## src/rtl/player_fsm_if.sv

```systemverilog
// ============================================================================
// Module : player_fsm_if
// Brief  : Player action/opponent inputs and registered player status outputs.
// Rev    : 1.0  initial release
// ============================================================================
`default_nettype none

interface player_fsm_if;
  logic [2:0] action;
  logic [3:0] opp_pos;
  logic [3:0] pos;
  logic [2:0] state;
  logic       hit;
  logic [1:0] hit_dmg;
  logic       airborne;
  logic       guarding;
  logic       busy;

  modport master (
    output action, opp_pos,
    input  pos, state, hit, hit_dmg, airborne, guarding, busy
  );

  modport slave (
    input  action, opp_pos,
    output pos, state, hit, hit_dmg, airborne, guarding, busy
  );
endinterface

`default_nettype wire

```

## src/rtl/player_fsm.sv

```systemverilog
// ============================================================================
// Module : player_fsm
// Brief  : Fighting-game player controller: move, jump, kick, punch, guard.
// Rev    : 1.0  initial release
// ============================================================================
`default_nettype none

module player_fsm #(
  parameter logic [3:0] START_POS    = 4'd2,
  parameter logic [3:0] MAX_POS      = 4'd15,
  parameter int         JUMP_CYCLES  = 4,
  parameter int         KICK_CYCLES  = 3,
  parameter int         PUNCH_CYCLES = 2,
  parameter int         KICK_RANGE   = 2,
  parameter int         PUNCH_RANGE  = 1
) (
  input  wire logic      clk,
  input  wire logic      rst,
  player_fsm_if.slave    bus
);

  typedef enum logic [2:0] {
    ST_IDLE  = 3'd0,
    ST_JUMP  = 3'd1,
    ST_KICK  = 3'd2,
    ST_PUNCH = 3'd3,
    ST_GUARD = 3'd4
  } state_t;

  localparam logic [2:0] C_ACT_NONE  = 3'd0;
  localparam logic [2:0] C_ACT_JUMP  = 3'd1;
  localparam logic [2:0] C_ACT_KICK  = 3'd2;
  localparam logic [2:0] C_ACT_PUNCH = 3'd3;
  localparam logic [2:0] C_ACT_GUARD = 3'd4;
  localparam logic [2:0] C_ACT_FWD   = 3'd5;
  localparam logic [2:0] C_ACT_BACK  = 3'd6;
  localparam logic [2:0] C_ACT_RSVD  = 3'd7;

  localparam logic [3:0] C_JUMP_LAST  = 4'(JUMP_CYCLES - 1);
  localparam logic [3:0] C_KICK_LAST  = 4'(KICK_CYCLES - 1);
  localparam logic [3:0] C_PUNCH_LAST = 4'(PUNCH_CYCLES - 1);
  localparam logic [3:0] C_KICK_RNG   = 4'(KICK_RANGE);
  localparam logic [3:0] C_PUNCH_RNG  = 4'(PUNCH_RANGE);

  state_t     state_q, state_d;
  logic [3:0] pos_q, pos_d;
  logic [3:0] cnt_q, cnt_d;
  logic [2:0] prev_action_q, prev_action_d;
  logic       hit_q, hit_d;
  logic [1:0] hit_dmg_q, hit_dmg_d;

  logic [2:0] w_act;
  logic [3:0] w_dist;
  logic       w_new_press;
  logic       w_can_move;

  always_comb begin
    w_act       = (bus.action == C_ACT_RSVD) ? C_ACT_NONE : bus.action;
    w_dist      = (bus.opp_pos > pos_q) ? (bus.opp_pos - pos_q) : 4'd0;
    w_new_press = (w_act != prev_action_q);
    w_can_move  = (state_q == ST_IDLE) || (state_q == ST_JUMP);

    state_d       = state_q;
    pos_d         = pos_q;
    cnt_d         = cnt_q;
    prev_action_d = w_act;
    hit_d         = 1'b0;
    hit_dmg_d     = 2'd0;

    // Forward stops one square short of the opponent; both directions saturate.
    if (w_can_move) begin
      if (w_act == C_ACT_FWD && pos_q < MAX_POS && w_dist > 4'd1) begin
        pos_d = pos_q + 4'd1;
      end else if (w_act == C_ACT_BACK && pos_q > 4'd0) begin
        pos_d = pos_q - 4'd1;
      end
    end

    case (state_q)
      ST_IDLE: begin
        if (w_new_press && w_act == C_ACT_JUMP) begin
          state_d = ST_JUMP;
          cnt_d   = 4'd0;
        end else if (w_new_press && w_act == C_ACT_KICK) begin
          state_d = ST_KICK;
          cnt_d   = 4'd0;
        end else if (w_new_press && w_act == C_ACT_PUNCH) begin
          state_d = ST_PUNCH;
          cnt_d   = 4'd0;
        end else if (w_act == C_ACT_GUARD) begin
          state_d = ST_GUARD;
        end
      end
      ST_JUMP: begin
        if (cnt_q == C_JUMP_LAST) begin
          state_d = ST_IDLE;
          cnt_d   = 4'd0;
        end else begin
          cnt_d = cnt_q + 4'd1;
        end
      end
      ST_KICK: begin
        if (cnt_q == C_KICK_LAST) begin
          state_d = ST_IDLE;
          cnt_d   = 4'd0;
          if (w_dist <= C_KICK_RNG) begin
            hit_d     = 1'b1;
            hit_dmg_d = 2'd2;
          end
        end else begin
          cnt_d = cnt_q + 4'd1;
        end
      end
      ST_PUNCH: begin
        if (cnt_q == C_PUNCH_LAST) begin
          state_d = ST_IDLE;
          cnt_d   = 4'd0;
          if (w_dist <= C_PUNCH_RNG) begin
            hit_d     = 1'b1;
            hit_dmg_d = 2'd1;
          end
        end else begin
          cnt_d = cnt_q + 4'd1;
        end
      end
      ST_GUARD: begin
        if (w_act != C_ACT_GUARD) begin
          state_d = ST_IDLE;
        end
      end
      default: begin
        state_d = ST_IDLE;
        cnt_d   = 4'd0;
      end
    endcase
  end

  always_ff @(posedge clk) begin
    if (rst) begin
      state_q       <= ST_IDLE;
      pos_q         <= START_POS;
      cnt_q         <= 4'd0;
      prev_action_q <= C_ACT_NONE;
      hit_q         <= 1'b0;
      hit_dmg_q     <= 2'd0;
    end else begin
      state_q       <= state_d;
      pos_q         <= pos_d;
      cnt_q         <= cnt_d;
      prev_action_q <= prev_action_d;
      hit_q         <= hit_d;
      hit_dmg_q     <= hit_dmg_d;
    end
  end

  assign bus.pos      = pos_q;
  assign bus.state    = state_q;
  assign bus.hit      = hit_q;
  assign bus.hit_dmg  = hit_dmg_q;
  assign bus.airborne = (state_q == ST_JUMP);
  assign bus.guarding = (state_q == ST_GUARD);
  assign bus.busy     = (state_q == ST_JUMP) || (state_q == ST_KICK) || (state_q == ST_PUNCH);

endmodule

`default_nettype wire

```

## src/flat_wrapper.sv

```systemverilog
// flat-port wrapper written by rule: the top's interface ports become plain ports
module player_fsm_flat 
#(
  parameter logic [3:0] START_POS    = 4'd2,
  parameter logic [3:0] MAX_POS      = 4'd15,
  parameter int         JUMP_CYCLES  = 4,
  parameter int         KICK_CYCLES  = 3,
  parameter int         PUNCH_CYCLES = 2,
  parameter int         KICK_RANGE   = 2,
  parameter int         PUNCH_RANGE  = 1
)
  (clk, rst, bus_action, bus_opp_pos, bus_pos, bus_state, bus_hit, bus_hit_dmg, bus_airborne, bus_guarding, bus_busy);
  player_fsm_if bus_i ();
  input  wire logic clk;
  input  wire logic rst;
  input wire logic [$bits(bus_i.action)-1:0] bus_action;
  input wire logic [$bits(bus_i.opp_pos)-1:0] bus_opp_pos;
  output wire logic [$bits(bus_i.pos)-1:0] bus_pos;
  output wire logic [$bits(bus_i.state)-1:0] bus_state;
  output wire logic [$bits(bus_i.hit)-1:0] bus_hit;
  output wire logic [$bits(bus_i.hit_dmg)-1:0] bus_hit_dmg;
  output wire logic [$bits(bus_i.airborne)-1:0] bus_airborne;
  output wire logic [$bits(bus_i.guarding)-1:0] bus_guarding;
  output wire logic [$bits(bus_i.busy)-1:0] bus_busy;
  assign bus_i.action = bus_action;
  assign bus_i.opp_pos = bus_opp_pos;
  assign bus_pos = bus_i.pos;
  assign bus_state = bus_i.state;
  assign bus_hit = bus_i.hit;
  assign bus_hit_dmg = bus_i.hit_dmg;
  assign bus_airborne = bus_i.airborne;
  assign bus_guarding = bus_i.guarding;
  assign bus_busy = bus_i.busy;
  player_fsm #(.START_POS(START_POS), .MAX_POS(MAX_POS), .JUMP_CYCLES(JUMP_CYCLES), .KICK_CYCLES(KICK_CYCLES), .PUNCH_CYCLES(PUNCH_CYCLES), .KICK_RANGE(KICK_RANGE), .PUNCH_RANGE(PUNCH_RANGE)) u_core (.clk(clk), .rst(rst), .bus(bus_i));
endmodule
```

## config.mk

```make
export PLATFORM = sky130hd
export DESIGN_NAME = player_fsm_flat
export DESIGN_NICKNAME = d
export VERILOG_FILES = /design/src/rtl/player_fsm_if.sv /design/src/rtl/player_fsm.sv /design/src/flat_wrapper.sv
export SDC_FILE = /design/constraint.sdc
export NUM_CORES = 1
export LEC_CHECK = 0
export BUFFER_PORTS_ARGS = -buffer_cell sky130_fd_sc_hd__buf_2
export CORE_MARGIN = 3
export CORE_UTILIZATION = 58
export CTS_CLUSTER_DIAMETER = 60
export CTS_CLUSTER_SIZE = 40
export DETAILED_ROUTE_END_ITERATION = 12
export GPL_TIMING_DRIVEN = 0
export MAX_ROUTING_LAYER = met4
export PLACE_DENSITY = 0.82
export SETUP_SLACK_MARGIN = 0.02
export SLEW_MARGIN = 30
export SYNTH_ARGS = -nofsm -noshare
export SYNTH_HDL_FRONTEND = slang
export SYNTH_SLANG_ARGS = --single-unit
```

## constraint.sdc

```tcl
create_clock -name clk -period 4.66 [get_ports clk]
set_input_delay 0.699 -clock clk [delete_from_list [all_inputs] [get_ports clk]]
set_output_delay 0.699 -clock clk [all_outputs]
set_load 0.02 [all_outputs]
```

==> results of run 1 <==
[routing by layer]
metal	vias to the layer above	GRT usage [%]
met5	-	-
met4	0	3.06
met3	2	6.41
met2	37	39.6
met1	518	27.2
li1	557	-
[metrics by stage]
stage	std cells	total power, W
after floorplan	138	0.000266
after global placement	181	0.000292
final	185	0.000374
after CTS	185	0.000376
after detailed placement	181	0.000297
after global routing	185	0.000398
[worst max-delay path, delay by kind of cell, from the launching register on]
family | cells | cell delay (ps)
compound gates | 6 | 1250
fa+ha+maj | 2 | 710
buf+inv | 1 | 80
flops | 1 | 450
simple gates | 3 | 610
[sequential cells by signal, summed over array words and instances (netlist names)]
| register | flops |
|---|---|
| u_core.bus.pos | 4 |
| u_core.cnt_q | 4 |
| u_core.bus.state | 3 |
| u_core.prev_action_q | 3 |
| u_core.bus.hit_dmg | 2 |
| u_core.bus.hit | 1 |
[kinds of logic (layout without fill, tap and decap cells)]
logic type                 Yosys count  count (layout)  share of synthesized area [%]
muxes                                2               2                           1.78
buffers and inverters               14              36                           4.49
DFF                                 17              17                           28.4
and+or+nand+nor                     51              51                           24.7
AOI/OAI and AO/OA                   39              39                           25.0
adders and majority gates           11              11                           12.7
xor gates and xnor gates             4               4                           2.93
[layout make-up]
cell class / instances / share of cell area [%]
tap: 25 / 2.33
inverter: 10 / 2.79
sequential: 17 / 25.3
buffer: 4 / 1.21
timing repair buffer: 18 / 6.70
multi-input combinational: 107 / 59.7
clock buffer: 4 / 1.95
[cell usage after synthesis (4+ instances only)]
| cell | number |
|---|---|
| nor3_1 | 4 |
| ha_1 | 9 |
| inv_1 | 10 |
| a21oi_1 | 10 |
| nand2b_1 | 6 |
| dfxtp_1 | 17 |
| a21o_1 | 5 |
| nor2_1 | 10 |
| nand2_1 | 6 |
| nand3_1 | 7 |
[power breakdown]
part / total, W / internal [W] / switching [W]
registers: 0.000168 / 0.000154 / 0.0000143
clock network: 0.0000787 / 0.0000333 / 0.0000454
logic: 0.000127 / 0.0000520 / 0.0000752
total: 0.000374 / 0.000239 / 0.000135
[worst max path at each step]
| stage | to | slack (ps) |
|---|---|---|
| final | u_core.bus.pos[3] | 1500 |
| after global routing | u_core.bus.pos[3] | 1260 |
| after CTS | u_core.bus.pos[3] | 1550 |
| after detailed placement | u_core.bus.pos[3] | 1270 |
| after global placement | u_core.bus.pos[3] | 1360 |
| after floorplan | u_core.bus.pos[3] | 1690 |
==> flow_summary.html, run 1 <==
<table>
<tr><th>Metric</th><th>Value</th></tr>
<tr><th colspan="2">Outcome</th></tr>
<tr><td>Result of the run</td><td>complete, no violations</td></tr>
<tr><th colspan="2">Place</th></tr>
<tr><td>Half-perimeter wire length after detailed placement</td><td>roughly 2000 um</td></tr>
<tr><td>Worst Setup Slack post-DPL</td><td>1270 ps</td></tr>
<tr><td>Cell area after placement</td><td>1320 sq um</td></tr>
<tr><td>Final estimated routing congestion in global placement</td><td>a little under 0.9</td></tr>
<tr><td>Port buffer count</td><td>18</td></tr>
<tr><th colspan="2">Die</th></tr>
<tr><td>Effective utilization at floorplan</td><td>between 60% and 70%</td></tr>
<tr><td>Die width</td><td>51.4 um</td></tr>
<tr><td>Height of the die</td><td>just over 50 um</td></tr>
<tr><td>Number of rows in the core area</td><td>15</td></tr>
<tr><td>Area of the placeable core</td><td>approximately 1800 sq um</td></tr>
<tr><td>Die Outline Area</td><td>approximately 2600 sq um</td></tr>
<tr><td>I/O Pins</td><td>22</td></tr>
<tr><th colspan="2">Drt</th></tr>
<tr><td>Routed length on met2</td><td>between 1000 and 1500 um</td></tr>
<tr><td>Initial detailed-routing violation count</td><td>22</td></tr>
<tr><td>Via count normalized by instance count</td><td>6.02</td></tr>
<tr><td>Wire length reported by the detailed router</td><td>2670 um</td></tr>
<tr><td>Drt pass-1 iters</td><td>4</td></tr>
<tr><td>Routed wire length on met3</td><td>roughly 140 um</td></tr>
<tr><td>WL/cell</td><td>~14 um</td></tr>
<tr><td>Via Count</td><td>between 1000 and 1500</td></tr>
<tr><td>DRC</td><td>0</td></tr>
<tr><td>Routed length on met1</td><td>1220 um</td></tr>
<tr><td>Highest signal layer in the routed design</td><td>met4</td></tr>
<tr><td>Count of antenna-violating nets left after detailed routing</td><td>0</td></tr>
<tr><th colspan="2">Yosys</th></tr>
<tr><td>Synth warnings</td><td>0</td></tr>
<tr><td>Share of flip-flops with an asynchronous set or reset after synthesis</td><td>0%</td></tr>
<tr><td>Top cell type by total area after synthesis</td><td>dfxtp_1</td></tr>
<tr><td>Primary flip-flop cell chosen by synthesis mapping</td><td>dfxtp_1</td></tr>
<tr><td>Number of register bits inferred by synthesis</td><td>17</td></tr>
<tr><td>Distinct cell type count after synthesis</td><td>47</td></tr>
<tr><td>Post-synthesis area per instance</td><td>just under 9 sq um</td></tr>
<tr><td>Syn Inst Count</td><td>138</td></tr>
<tr><td>Post-synthesis instance area</td><td>roughly 1200 sq um</td></tr>
<tr><td>Post-synth net total</td><td>between 150 and 200</td></tr>
<tr><td>Top cells by area in the synthesized netlist</td><td>dfxtp_1 (28%), ha_1 (9.4%), a21oi_1 (4.2%)</td></tr>
<tr><td>Sequential cell area fraction in the yosys report</td><td>~28%</td></tr>
<tr><td>Yosys top cell area share</td><td>28.4%</td></tr>
<tr><td>Number of synthesized flops with an enable pin</td><td>0</td></tr>
<tr><th colspan="2">Cells and area</th></tr>
<tr><td>Final core utilization</td><td>73.1%</td></tr>
<tr><td>Most common library cell in the layout ignoring fill and taps</td><td>buf_2</td></tr>
<tr><td># nets final</td><td>between 150 and 200</td></tr>
<tr><td>Antenna cells</td><td>0</td></tr>
<tr><td>Layout cells sized above 1</td><td>18.8%</td></tr>
<tr><td>Layout overhead on the synthesized area</td><td>12.3%</td></tr>
<tr><td>Post-route standard cell area excluding fillers</td><td>around 1300 sq um</td></tr>
<tr><td>Area occupied by registers</td><td>340 sq um</td></tr>
<tr><td>Leading cell types in the layout, fill and taps excluded</td><td>buf_2 (19), dfxtp_1 (17), inv_1 (10), a21oi_1 (10), nor2_1 (10)</td></tr>
<tr><td>Area used by multi-input combinational logic</td><td>803 sq um</td></tr>
<tr><td># fillers</td><td>around 160</td></tr>
<tr><th colspan="2">Clock network</th></tr>
<tr><td>Number of buffers inserted to repair setup after CTS</td><td>0</td></tr>
<tr><td>Number of levels in the clock H-tree</td><td>1</td></tr>
<tr><td>CTS tree</td><td>done</td></tr>
<tr><td>TritonCTS Sinks</td><td>17</td></tr>
<tr><td>Maximum clock insertion buffer count</td><td>2</td></tr>
<tr><td>Cell at the root of the clock tree</td><td>clkbuf_4</td></tr>
<tr><td>Cts bufs inserted</td><td>3</td></tr>
<tr><td># resized after CTS</td><td>0</td></tr>
<tr><td>Count of hold-fix buffers inserted at cts</td><td>0</td></tr>
<tr><td>Source-to-sink clock delay at the later pin of the worst-skew pair</td><td>between 200 and 300 ps</td></tr>
<tr><td>Clock-pin slew of the registers on the worst-case setup and hold paths</td><td>100 ps</td></tr>
<tr><th colspan="2">Setup path</th></tr>
<tr><td>Class of the most critical setup path</td><td>reg2reg</td></tr>
<tr><td>Number of cell instances on the worst register-to-register path</td><td>12</td></tr>
<tr><td>Top fanout value on the critical path</td><td>6</td></tr>
<tr><td>Startpoint Class</td><td>flip-flop</td></tr>
<tr><td>Beginning of the critical path</td><td>u_core.bus.pos[2]</td></tr>
<tr><td>Worst setup EP type</td><td>flip-flop</td></tr>
<tr><td>Cell with the biggest individual delay on the critical path</td><td>dfxtp_1</td></tr>
<tr><td>Required time of the worst setup path</td><td>4900 ps</td></tr>
<tr><td>CP Data Arrival Time</td><td>about 3400 ps</td></tr>
<tr><td>Worst stage delay on the critical path</td><td>approximately 450 ps</td></tr>
<tr><td>Setup slack of the most critical reg-to-reg path</td><td>1500 ps</td></tr>
<tr><td>Worst r2r dst</td><td>u_core.bus.pos[3]</td></tr>
<tr><td>Worst reg2reg startpoint</td><td>u_core.bus.pos[2]</td></tr>
<tr><td>CP Cell Sequence</td><td>inv_1, ha_1, a21oi_1, a21boi_1, o211ai_1, nand3_1, ha_1, a21o_1, a21oi_1, nor3b_1, a31oi_1, nand3_1</td></tr>
<tr><th colspan="2">STA</th></tr>
<tr><td>Final hold viol count</td><td>0</td></tr>
<tr><td>Max-slew violations</td><td>0</td></tr>
<tr><td>Unrepaired setup endpoints after global routing</td><td>false</td></tr>
<tr><td>Highest clock frequency the design can meet</td><td>0.317 GHz</td></tr>
<tr><td>Headroom to the max-slew limit</td><td>about 59%</td></tr>
<tr><td>Setup Viol. Count Final</td><td>0</td></tr>
<tr><td>PnR worst setup slack</td><td>~1500 ps</td></tr>
<tr><td>Shortest clock period the worst path allows after layout</td><td>approximately 3200 ps</td></tr>
<tr><td>Worst setup skew after layout</td><td>3.68 ps</td></tr>
<tr><td>Final worst hold slack</td><td>about 530 ps</td></tr>
<tr><td>Share of the clock period used by the worst path</td><td>between 60% and 70%</td></tr>
<tr><td>Setup TNS</td><td>0 ps</td></tr>
<tr><td>Tightest Pin Transition</td><td>about 610 ps</td></tr>
<tr><th colspan="2">Min path</th></tr>
<tr><td>Instance count along the most critical hold path</td><td>1</td></tr>
<tr><td>Type of the tightest min-delay check</td><td>reg2reg</td></tr>
<tr><td>Startpoint of the most critical hold path</td><td>u_core.cnt_q[1]</td></tr>
<tr><td>Worst min-delay path endpoint</td><td>u_core.cnt_q[1]</td></tr>
<tr><th colspan="2">Global route</th></tr>
<tr><td>Overflow left after global routing</td><td>0</td></tr>
<tr><td>Initial antenna violation count</td><td>0</td></tr>
<tr><td>Number of global-route vias before repair</td><td>~1100</td></tr>
<tr><td>Wire length of the first global-routing pass</td><td>4550 um</td></tr>
<tr><td>Maximum number of pins on one net before global-route repair</td><td>11</td></tr>
<tr><td>Combined global-route utilization of all metal layers</td><td>a little under a quarter</td></tr>
<tr><th colspan="2">Power and ir drop</th></tr>
<tr><td>Pwr per Cell Area</td><td>roughly 280 nW/um^2</td></tr>
<tr><td>Worst IR Drop VDD</td><td>between 0.0002 and 0.00025 V</td></tr>
<tr><td>Leakage component of the power</td><td>around 0.57 nW</td></tr>
<tr><th colspan="2">Run</th></tr>
<tr><td>MaxCap Viol Count</td><td>0</td></tr>
</table>
Note: power is estimated with default switching activity, not from simulation.
==> run 2: changes to the inputs <==
--- a/config.mk
+++ b/config.mk
@@ -7,13 +7,13 @@
 export LEC_CHECK = 0
 export BUFFER_PORTS_ARGS = -buffer_cell sky130_fd_sc_hd__buf_2
 export CORE_MARGIN = 3
-export CORE_UTILIZATION = 58
+export CORE_UTILIZATION = 54
 export CTS_CLUSTER_DIAMETER = 60
 export CTS_CLUSTER_SIZE = 40
 export DETAILED_ROUTE_END_ITERATION = 12
 export GPL_TIMING_DRIVEN = 0
 export MAX_ROUTING_LAYER = met4
-export PLACE_DENSITY = 0.82
+export PLACE_DENSITY = 0.77
 export SETUP_SLACK_MARGIN = 0.02
 export SLEW_MARGIN = 30
 export SYNTH_ARGS = -nofsm -noshare
==> constraint.sdc (replaced) <==
create_clock -name clk -period 3 [get_ports clk]
set_input_delay 0.45 -clock clk [delete_from_list [all_inputs] [get_ports clk]]
set_output_delay 0.45 -clock clk [all_outputs]
set_load 0.02 [all_outputs]
==> run 2 against run 1 <==
- clock power up 59%
- global-route usage is 0.80 points lower
- first-iteration DRC count is 50% higher
- final cell count grew 1.6%
- critical path depth is 1 higher
- sequential power rose by 57%
==> flow_summary.html, run 2 (same netlist as run 1, synthesis figures left out) <==
<table>
<tr><th>Metric</th><th>Value</th></tr>
<tr><th colspan="2">Setup path</th></tr>
<tr><td>Class of the most critical setup path</td><td>reg2reg</td></tr>
<tr><td>Worst setup EP type</td><td>flip-flop</td></tr>
<tr><td>Startpoint Class</td><td>flip-flop</td></tr>
<tr><td>Worst stage delay on the critical path</td><td>about 430 ps</td></tr>
<tr><td>Top fanout value on the critical path</td><td>8</td></tr>
<tr><td>Setup slack of the most critical reg-to-reg path</td><td>roughly 200 ps</td></tr>
<tr><td>Cell with the biggest individual delay on the critical path</td><td>dfxtp_2</td></tr>
<tr><td>CP Cell Sequence</td><td>ha_1, inv_1, fa_1, a21o_1, a21oi_4, nor2_2, nand3_1, ha_1, a21o_1, a21oi_2, nor3b_2, a31oi_1, nand3_1</td></tr>
<tr><td>Number of cell instances on the worst register-to-register path</td><td>13</td></tr>
<tr><td>Required time of the worst setup path</td><td>approximately 3200 ps</td></tr>
<tr><td>CP Data Arrival Time</td><td>~3000 ps</td></tr>
<tr><th colspan="2">STA</th></tr>
<tr><td>Share of the clock period used by the worst path</td><td>between 90% and 100%</td></tr>
<tr><td>Tightest Pin Transition</td><td>approximately 780 ps</td></tr>
<tr><td>Headroom to the max-slew limit</td><td>between 40% and 50%</td></tr>
<tr><td>Max-slew violations</td><td>0</td></tr>
<tr><td>Highest clock frequency the design can meet</td><td>between 0.3 and 0.4 GHz</td></tr>
<tr><td>Setup TNS</td><td>0 ps</td></tr>
<tr><td>Unrepaired setup endpoints after global routing</td><td>false</td></tr>
<tr><td>Worst setup skew after layout</td><td>around 2.2 ps</td></tr>
<tr><td>Shortest clock period the worst path allows after layout</td><td>~2800 ps</td></tr>
<tr><td>Final hold viol count</td><td>0</td></tr>
<tr><td>Setup Viol. Count Final</td><td>0</td></tr>
<tr><th colspan="2">Clock network</th></tr>
<tr><td>TritonCTS Sinks</td><td>17</td></tr>
<tr><td>Clock-pin slew of the registers on the worst-case setup and hold paths</td><td>approximately 100 ps</td></tr>
<tr><td>CTS tree</td><td>done</td></tr>
<tr><td>Number of levels in the clock H-tree</td><td>1</td></tr>
<tr><td>Cell at the root of the clock tree</td><td>clkbuf_4</td></tr>
<tr><td>Source-to-sink clock delay at the later pin of the worst-skew pair</td><td>290 ps</td></tr>
<tr><td>Count of hold-fix buffers inserted at cts</td><td>0</td></tr>
<tr><td>Maximum clock insertion buffer count</td><td>2</td></tr>
<tr><td>Cts bufs inserted</td><td>3</td></tr>
<tr><th colspan="2">Cells and area</th></tr>
<tr><td>Most common library cell in the layout ignoring fill and taps</td><td>buf_2</td></tr>
<tr><td>Area occupied by registers</td><td>approximately 340 sq um</td></tr>
<tr><td>Layout overhead on the synthesized area</td><td>14.2%</td></tr>
<tr><td>Post-route standard cell area excluding fillers</td><td>around 1400 sq um</td></tr>
<tr><td>Final core utilization</td><td>around 68%</td></tr>
<tr><td>Layout cells sized above 1</td><td>between 20 and 25%</td></tr>
<tr><td># nets final</td><td>approximately 180</td></tr>
<tr><td>Antenna cells</td><td>0</td></tr>
<tr><td>Area used by multi-input combinational logic</td><td>812 sq um</td></tr>
<tr><td>Final instance count without filler cells</td><td>188</td></tr>
<tr><td>Leading cell types in the layout, fill and taps excluded</td><td>buf_2 (19), dfxtp_1 (14), inv_1 (10), nor2_1 (10)</td></tr>
<tr><td># fillers</td><td>172</td></tr>
<tr><th colspan="2">Drt</th></tr>
<tr><td>Wire length reported by the detailed router</td><td>2740 um</td></tr>
<tr><td>Count of antenna-violating nets left after detailed routing</td><td>0</td></tr>
<tr><td>Initial detailed-routing violation count</td><td>33</td></tr>
<tr><td>Via Count</td><td>between 1000 and 1500</td></tr>
<tr><td>DRC</td><td>0</td></tr>
<tr><td>Via count normalized by instance count</td><td>6.00</td></tr>
<tr><td>WL/cell</td><td>approximately 15 um</td></tr>
<tr><td>Drt pass-1 iters</td><td>4</td></tr>
<tr><th colspan="2">Global route</th></tr>
<tr><td>Overflow left after global routing</td><td>0</td></tr>
<tr><td>Number of global-route vias before repair</td><td>1007</td></tr>
<tr><td>Maximum number of pins on one net before global-route repair</td><td>11</td></tr>
<tr><td>Wire length of the first global-routing pass</td><td>around 4500 um</td></tr>
<tr><td>Combined global-route utilization of all metal layers</td><td>about 22%</td></tr>
<tr><td>Initial antenna violation count</td><td>0</td></tr>
<tr><th colspan="2">Power and ir drop</th></tr>
<tr><td>Logic pwr share</td><td>34.4%</td></tr>
<tr><td>Leakage component of the power</td><td>between 0.5 and 0.6 nW</td></tr>
<tr><td>Worst IR Drop VDD</td><td>around 0.00028 V</td></tr>
<tr><td>Sequential share of power</td><td>between 40% and 50%</td></tr>
<tr><td>Switching power</td><td>between 0.0002 and 0.00025 W</td></tr>
<tr><td>Clock network fraction of design power</td><td>a little over a fifth</td></tr>
<tr><td>Pwr per Cell Area</td><td>about 430 nW/um^2</td></tr>
<tr><td>Int Pwr</td><td>between 0.0003 and 0.0004 W</td></tr>
<tr><td>Sw Ratio</td><td>between 30% and 40%</td></tr>
<tr><th colspan="2">Die</th></tr>
<tr><td>Die Outline Area</td><td>about 2800 sq um</td></tr>
<tr><td>Area of the placeable core</td><td>between 2000 and 2500 sq um</td></tr>
<tr><td>Height of the die</td><td>53.1 um</td></tr>
<tr><td>Die width</td><td>53.1 um</td></tr>
<tr><td>I/O Pins</td><td>22</td></tr>
<tr><td>Number of rows in the core area</td><td>16</td></tr>
<tr><td>Effective utilization at floorplan</td><td>59.2%</td></tr>
<tr><th colspan="2">Outcome</th></tr>
<tr><td>Result of the run</td><td>complete, no violations</td></tr>
<tr><th colspan="2">Run</th></tr>
<tr><td>MaxCap Viol Count</td><td>0</td></tr>
<tr><th colspan="2">Place</th></tr>
<tr><td>Port buffer count</td><td>18</td></tr>
<tr><td>Number of instances in the placed design</td><td>183</td></tr>
<tr><td>Final estimated routing congestion in global placement</td><td>around 0.84</td></tr>
<tr><td>Half-perimeter wire length after detailed placement</td><td>roughly 2100 um</td></tr>
<tr><td>Cell area after placement</td><td>between 1000 and 1500 sq um</td></tr>
<tr><th colspan="2">Min path</th></tr>
<tr><td>Type of the tightest min-delay check</td><td>in2reg</td></tr>
<tr><td>Instance count along the most critical hold path</td><td>3</td></tr>
</table>
run 2: cell count changes in the layout (fill, tap and decap cells not counted), sizes merged:
cell / previous run / this run
buf: 19 / 20
run 2: cell type report:
type / instances / area share [%]
plain buffers: 4 / 1.19
clock buffers: 4 / 1.92
inverters: 10 / 2.74
multi-input cells: 107 / 59.4
flip-flops and latches: 17 / 25.2
well taps: 27 / 2.47
repair buffers: 19 / 7.14
run 2: power by group through the flow:
stage | logic [W] | clock network, W | registers (W)
2_1_floorplan | 0.000141 | 0 | 0.000272
3_3_place_gp | 0.000189 | 0 | 0.000266
3_5_place_dp | 0.000197 | 0 | 0.000267
4_1_cts | 0.000202 | 0.000126 | 0.000262
5_1_grt | 0.000226 | 0.000138 | 0.000267
6_report | 0.000204 | 0.000125 | 0.000264
run 2: final timing paths:
| kind | endpoint | start |
|---|---|---|
| worst min register to register | u_core.cnt_q[1] | u_core.cnt_q[1] |
| worst max register to register | u_core.bus.pos[3] | u_core.bus.pos[0] |
| worst max-delay path | u_core.bus.pos[3] | u_core.bus.pos[0] |
| worst min-delay path | u_core.prev_action_q[2] | bus_action[2] |
run 2: repair_timing:
item / in CTS / in global routing
gates resized for setup: 1 / 4
buffers inserted: 1 / 0
setup endpoints to repair: 1 / 1
cloned: 0 / 0
pin swaps: 1 / 0
run 2: critical path: cells and delay by family (launching register included):
kind	cells	cell delay [ps]
buf+inv	1	60
flops	1	430
fa+ha+maj	3	870
simple gates	4	550
compound gates	5	830
run 2: per-layer routing:
layer,vias up,routed length (um),global-route usage (%)
met5,-,0,-
met4,0,42,7.66
met3,4,128,3.38
met2,37,1310,37.0
met1,521,1260,27.1
li1,566,-,-
run 2: stage by stage:
stage	hold WS, ps	setup slack (ps)	total power (W)
3_3_place_gp	490	-69.4	0.000455
4_1_cts	449	84.4	0.000590
6_report	458	205	0.000592
3_5_place_dp	518	-148	0.000464
2_1_floorplan	466	149	0.000413
5_1_grt	450	1.96	0.000631
==> run 3: changes to the inputs <==
--- a/config.mk
+++ b/config.mk
@@ -6,7 +6,7 @@
 export NUM_CORES = 1
 export LEC_CHECK = 0
 export BUFFER_PORTS_ARGS = -buffer_cell sky130_fd_sc_hd__buf_2
-export CORE_MARGIN = 3
+export CORE_MARGIN = 2
 export CORE_UTILIZATION = 54
 export CTS_CLUSTER_DIAMETER = 60
 export CTS_CLUSTER_SIZE = 40
==> run 3 against run 2 <==
- first-iteration DRC count fell by 3.0%
- largest cell class unchanged
- sequential share of layout area rose by 0.090 points
- sequential cell count did not move
==> flow_summary.html, run 3 (same netlist as run 1, synthesis figures left out) <==
<table>
<tr><th>Metric</th><th>Value</th></tr>
<tr><th colspan="2">Outcome</th></tr>
<tr><td>Result of the run</td><td>complete, no violations</td></tr>
<tr><th colspan="2">Cells and area</th></tr>
<tr><td># nets final</td><td>between 150 and 200</td></tr>
<tr><td>Most common library cell in the layout ignoring fill and taps</td><td>buf_2</td></tr>
<tr><td>Post-route standard cell area excluding fillers</td><td>1370 sq um</td></tr>
<tr><td>Final instance count without filler cells</td><td>~190</td></tr>
<tr><td># fillers</td><td>about 190</td></tr>
<tr><td>Layout overhead on the synthesized area</td><td>14.6%</td></tr>
<tr><td>Leading cell types in the layout, fill and taps excluded</td><td>buf_2 (19), dfxtp_1 (14), inv_1 (10), nor2_1 (10)</td></tr>
<tr><td>Layout cells sized above 1</td><td>between 20% and 30%</td></tr>
<tr><td>Antenna cells</td><td>0</td></tr>
<tr><th colspan="2">Global route</th></tr>
<tr><td>Initial antenna violation count</td><td>0</td></tr>
<tr><td>Maximum number of pins on one net before global-route repair</td><td>11</td></tr>
<tr><td>Wire length of the first global-routing pass</td><td>roughly 4500 um</td></tr>
<tr><td>Combined global-route utilization of all metal layers</td><td>about a quarter</td></tr>
<tr><td>Number of global-route vias before repair</td><td>1081</td></tr>
<tr><td>Overflow left after global routing</td><td>0</td></tr>
<tr><th colspan="2">Power and ir drop</th></tr>
<tr><td>Pwr per Cell Area</td><td>approximately 430 nW/um^2</td></tr>
<tr><td>Worst IR Drop VDD</td><td>about 0.00028 V</td></tr>
<tr><td>Clock network fraction of design power</td><td>between 20% and 30%</td></tr>
<tr><td>Int Pwr</td><td>approximately 0.00037 W</td></tr>
<tr><td>Logic pwr share</td><td>34.4%</td></tr>
<tr><td>Sequential share of power</td><td>around 45%</td></tr>
<tr><td>Total design power</td><td>between 0.0005 and 0.0006 W</td></tr>
<tr><td>Leakage component of the power</td><td>between 0.5 and 0.6 nW</td></tr>
<tr><td>Sw Ratio</td><td>~37%</td></tr>
<tr><td>Switching power</td><td>0.000218 W</td></tr>
<tr><th colspan="2">Place</th></tr>
<tr><td>Half-perimeter wire length after detailed placement</td><td>around 2000 um</td></tr>
<tr><td>Final estimated routing congestion in global placement</td><td>0.850</td></tr>
<tr><td>Number of instances in the placed design</td><td>~180</td></tr>
<tr><td>Cell area after placement</td><td>~1300 sq um</td></tr>
<tr><td>Port buffer count</td><td>18</td></tr>
<tr><th colspan="2">Drt</th></tr>
<tr><td>Drt pass-1 iters</td><td>4</td></tr>
<tr><td>Count of antenna-violating nets left after detailed routing</td><td>0</td></tr>
<tr><td>Via count normalized by instance count</td><td>between 5 and 6</td></tr>
<tr><td>DRC</td><td>0</td></tr>
<tr><td>WL/cell</td><td>around 14 um</td></tr>
<tr><td>Initial detailed-routing violation count</td><td>32</td></tr>
<tr><td>Wire length reported by the detailed router</td><td>roughly 2700 um</td></tr>
<tr><td>Via Count</td><td>approximately 1100</td></tr>
<tr><th colspan="2">Die</th></tr>
<tr><td>Number of rows in the core area</td><td>17</td></tr>
<tr><td>Die width</td><td>a little over 50 um</td></tr>
<tr><td>I/O Pins</td><td>22</td></tr>
<tr><td>Height of the die</td><td>slightly above 50 um</td></tr>
<tr><td>Die Outline Area</td><td>about 2600 sq um</td></tr>
<tr><td>Effective utilization at floorplan</td><td>a little under three fifths</td></tr>
<tr><td>Area of the placeable core</td><td>about 2100 sq um</td></tr>
<tr><th colspan="2">Clock network</th></tr>
<tr><td>Maximum clock insertion buffer count</td><td>2</td></tr>
<tr><td>Count of hold-fix buffers inserted at cts</td><td>0</td></tr>
<tr><td>TritonCTS Sinks</td><td>17</td></tr>
<tr><td>Cts bufs inserted</td><td>3</td></tr>
<tr><td>Number of levels in the clock H-tree</td><td>1</td></tr>
<tr><td>CTS tree</td><td>done</td></tr>
<tr><td>Clock-pin slew of the registers on the worst-case setup and hold paths</td><td>approximately 100 ps</td></tr>
<tr><td>Source-to-sink clock delay at the later pin of the worst-skew pair</td><td>between 200 and 300 ps</td></tr>
<tr><td>Cell at the root of the clock tree</td><td>clkbuf_4</td></tr>
<tr><th colspan="2">STA</th></tr>
<tr><td>Unrepaired setup endpoints after global routing</td><td>false</td></tr>
<tr><td>Shortest clock period the worst path allows after layout</td><td>roughly 2700 ps</td></tr>
<tr><td>Tightest Pin Transition</td><td>between 600 and 700 ps</td></tr>
<tr><td>Share of the clock period used by the worst path</td><td>around 90%</td></tr>
<tr><td>Headroom to the max-slew limit</td><td>55.1%</td></tr>
<tr><td>Setup TNS</td><td>0 ps</td></tr>
<tr><td>Worst setup skew after layout</td><td>between 4 and 5 ps</td></tr>
<tr><td>Highest clock frequency the design can meet</td><td>between 0.3 and 0.4 GHz</td></tr>
<tr><td>Final hold viol count</td><td>0</td></tr>
<tr><td>Setup Viol. Count Final</td><td>0</td></tr>
<tr><td>Max-slew violations</td><td>0</td></tr>
<tr><th colspan="2">Run</th></tr>
<tr><td>MaxCap Viol Count</td><td>0</td></tr>
<tr><th colspan="2">Setup path</th></tr>
<tr><td>Top fanout value on the critical path</td><td>6</td></tr>
<tr><td>Worst setup EP type</td><td>flip-flop</td></tr>
<tr><td>Required time of the worst setup path</td><td>between 3000 and 4000 ps</td></tr>
<tr><td>Class of the most critical setup path</td><td>reg2reg</td></tr>
<tr><td>Startpoint Class</td><td>flip-flop</td></tr>
<tr><td>CP Data Arrival Time</td><td>between 2000 and 3000 ps</td></tr>
<tr><th colspan="2">Min path</th></tr>
<tr><td>Type of the tightest min-delay check</td><td>in2reg</td></tr>
</table>
run 3: final timing paths:
| check | start | endpoint | slack [ps] | depth (start not counted) |
|---|---|---|---|---|
| max | u_core.bus.pos[2] | u_core.bus.pos[3] | 300 | 12 |
| min | bus_action[2] | u_core.prev_action_q[2] | 460 | 3 |
| max reg2reg | u_core.bus.pos[2] | u_core.bus.pos[3] | 300 | 12 |
| min reg2reg | u_core.cnt_q[0] | u_core.cnt_q[0] | 540 | 1 |
run 3: power groups by stage:
stage	sequential, W	combinational [W]	clock, W
global route	0.000267	0.000228	0.000134
finish	0.000264	0.000204	0.000125
detailed placement	0.000267	0.000197	0
global placement	0.000266	0.000188	0
CTS	0.000262	0.000201	0.000123
floorplan	0.000272	0.000141	0
run 3: what timing repair did:
| item | in CTS | in global routing |
|---|---|---|
| gates resized for setup | 0 | 6 |
| setup endpoints to repair | 1 | 1 |
| pin swaps | 1 | 0 |
| buffers inserted | 1 | 0 |
run 3: cell type report:
| cell class | count | area, sq um | share of cell area [%] |
|---|---|---|---|
| well taps | 28 | 35.0 | 2.55 |
| inverters | 10 | 37.5 | 2.73 |
| clock buffers | 3 | 22.5 | 1.64 |
| multi-input cells | 107 | 812 | 59.2 |
| repair buffers | 19 | 97.6 | 7.11 |
| plain buffers | 4 | 16.3 | 1.19 |
| clock inverters | 1 | 5.00 | 0.365 |
| flip-flops and latches | 17 | 347 | 25.3 |
run 3: through the flow:
stage	worst slack [ps]	hold WS (ps)	utilization (%)
after floorplan	149	466	-
after global placement	-61.9	490	61.6
after detailed placement	-127	508	61.6
after CTS	30.1	463	63.2
after global routing	28.1	467	63.9
final	296	461	63.9
run 3: critical path: stages, from the launching register on:
cell and delay [ps]:
dfxtp_2 410, inv_1 60, ha_1 360, a21oi_1 110
and3b_1 200, o211ai_1 290, nand3_2 150, ha_1 300
a21o_1 190, a21oi_2 190, nor3b_1 200, a31oi_1 70
nand3_1 120
run 3: routing by layer:
metal	vias up	track usage (%)	share of wire (%)
li1	559	-	-
met1	527	27.6	45
met2	27	40.7	49
met3	4	2.63	4.3
met4	0	8.11	1.1
met5	-	-	0
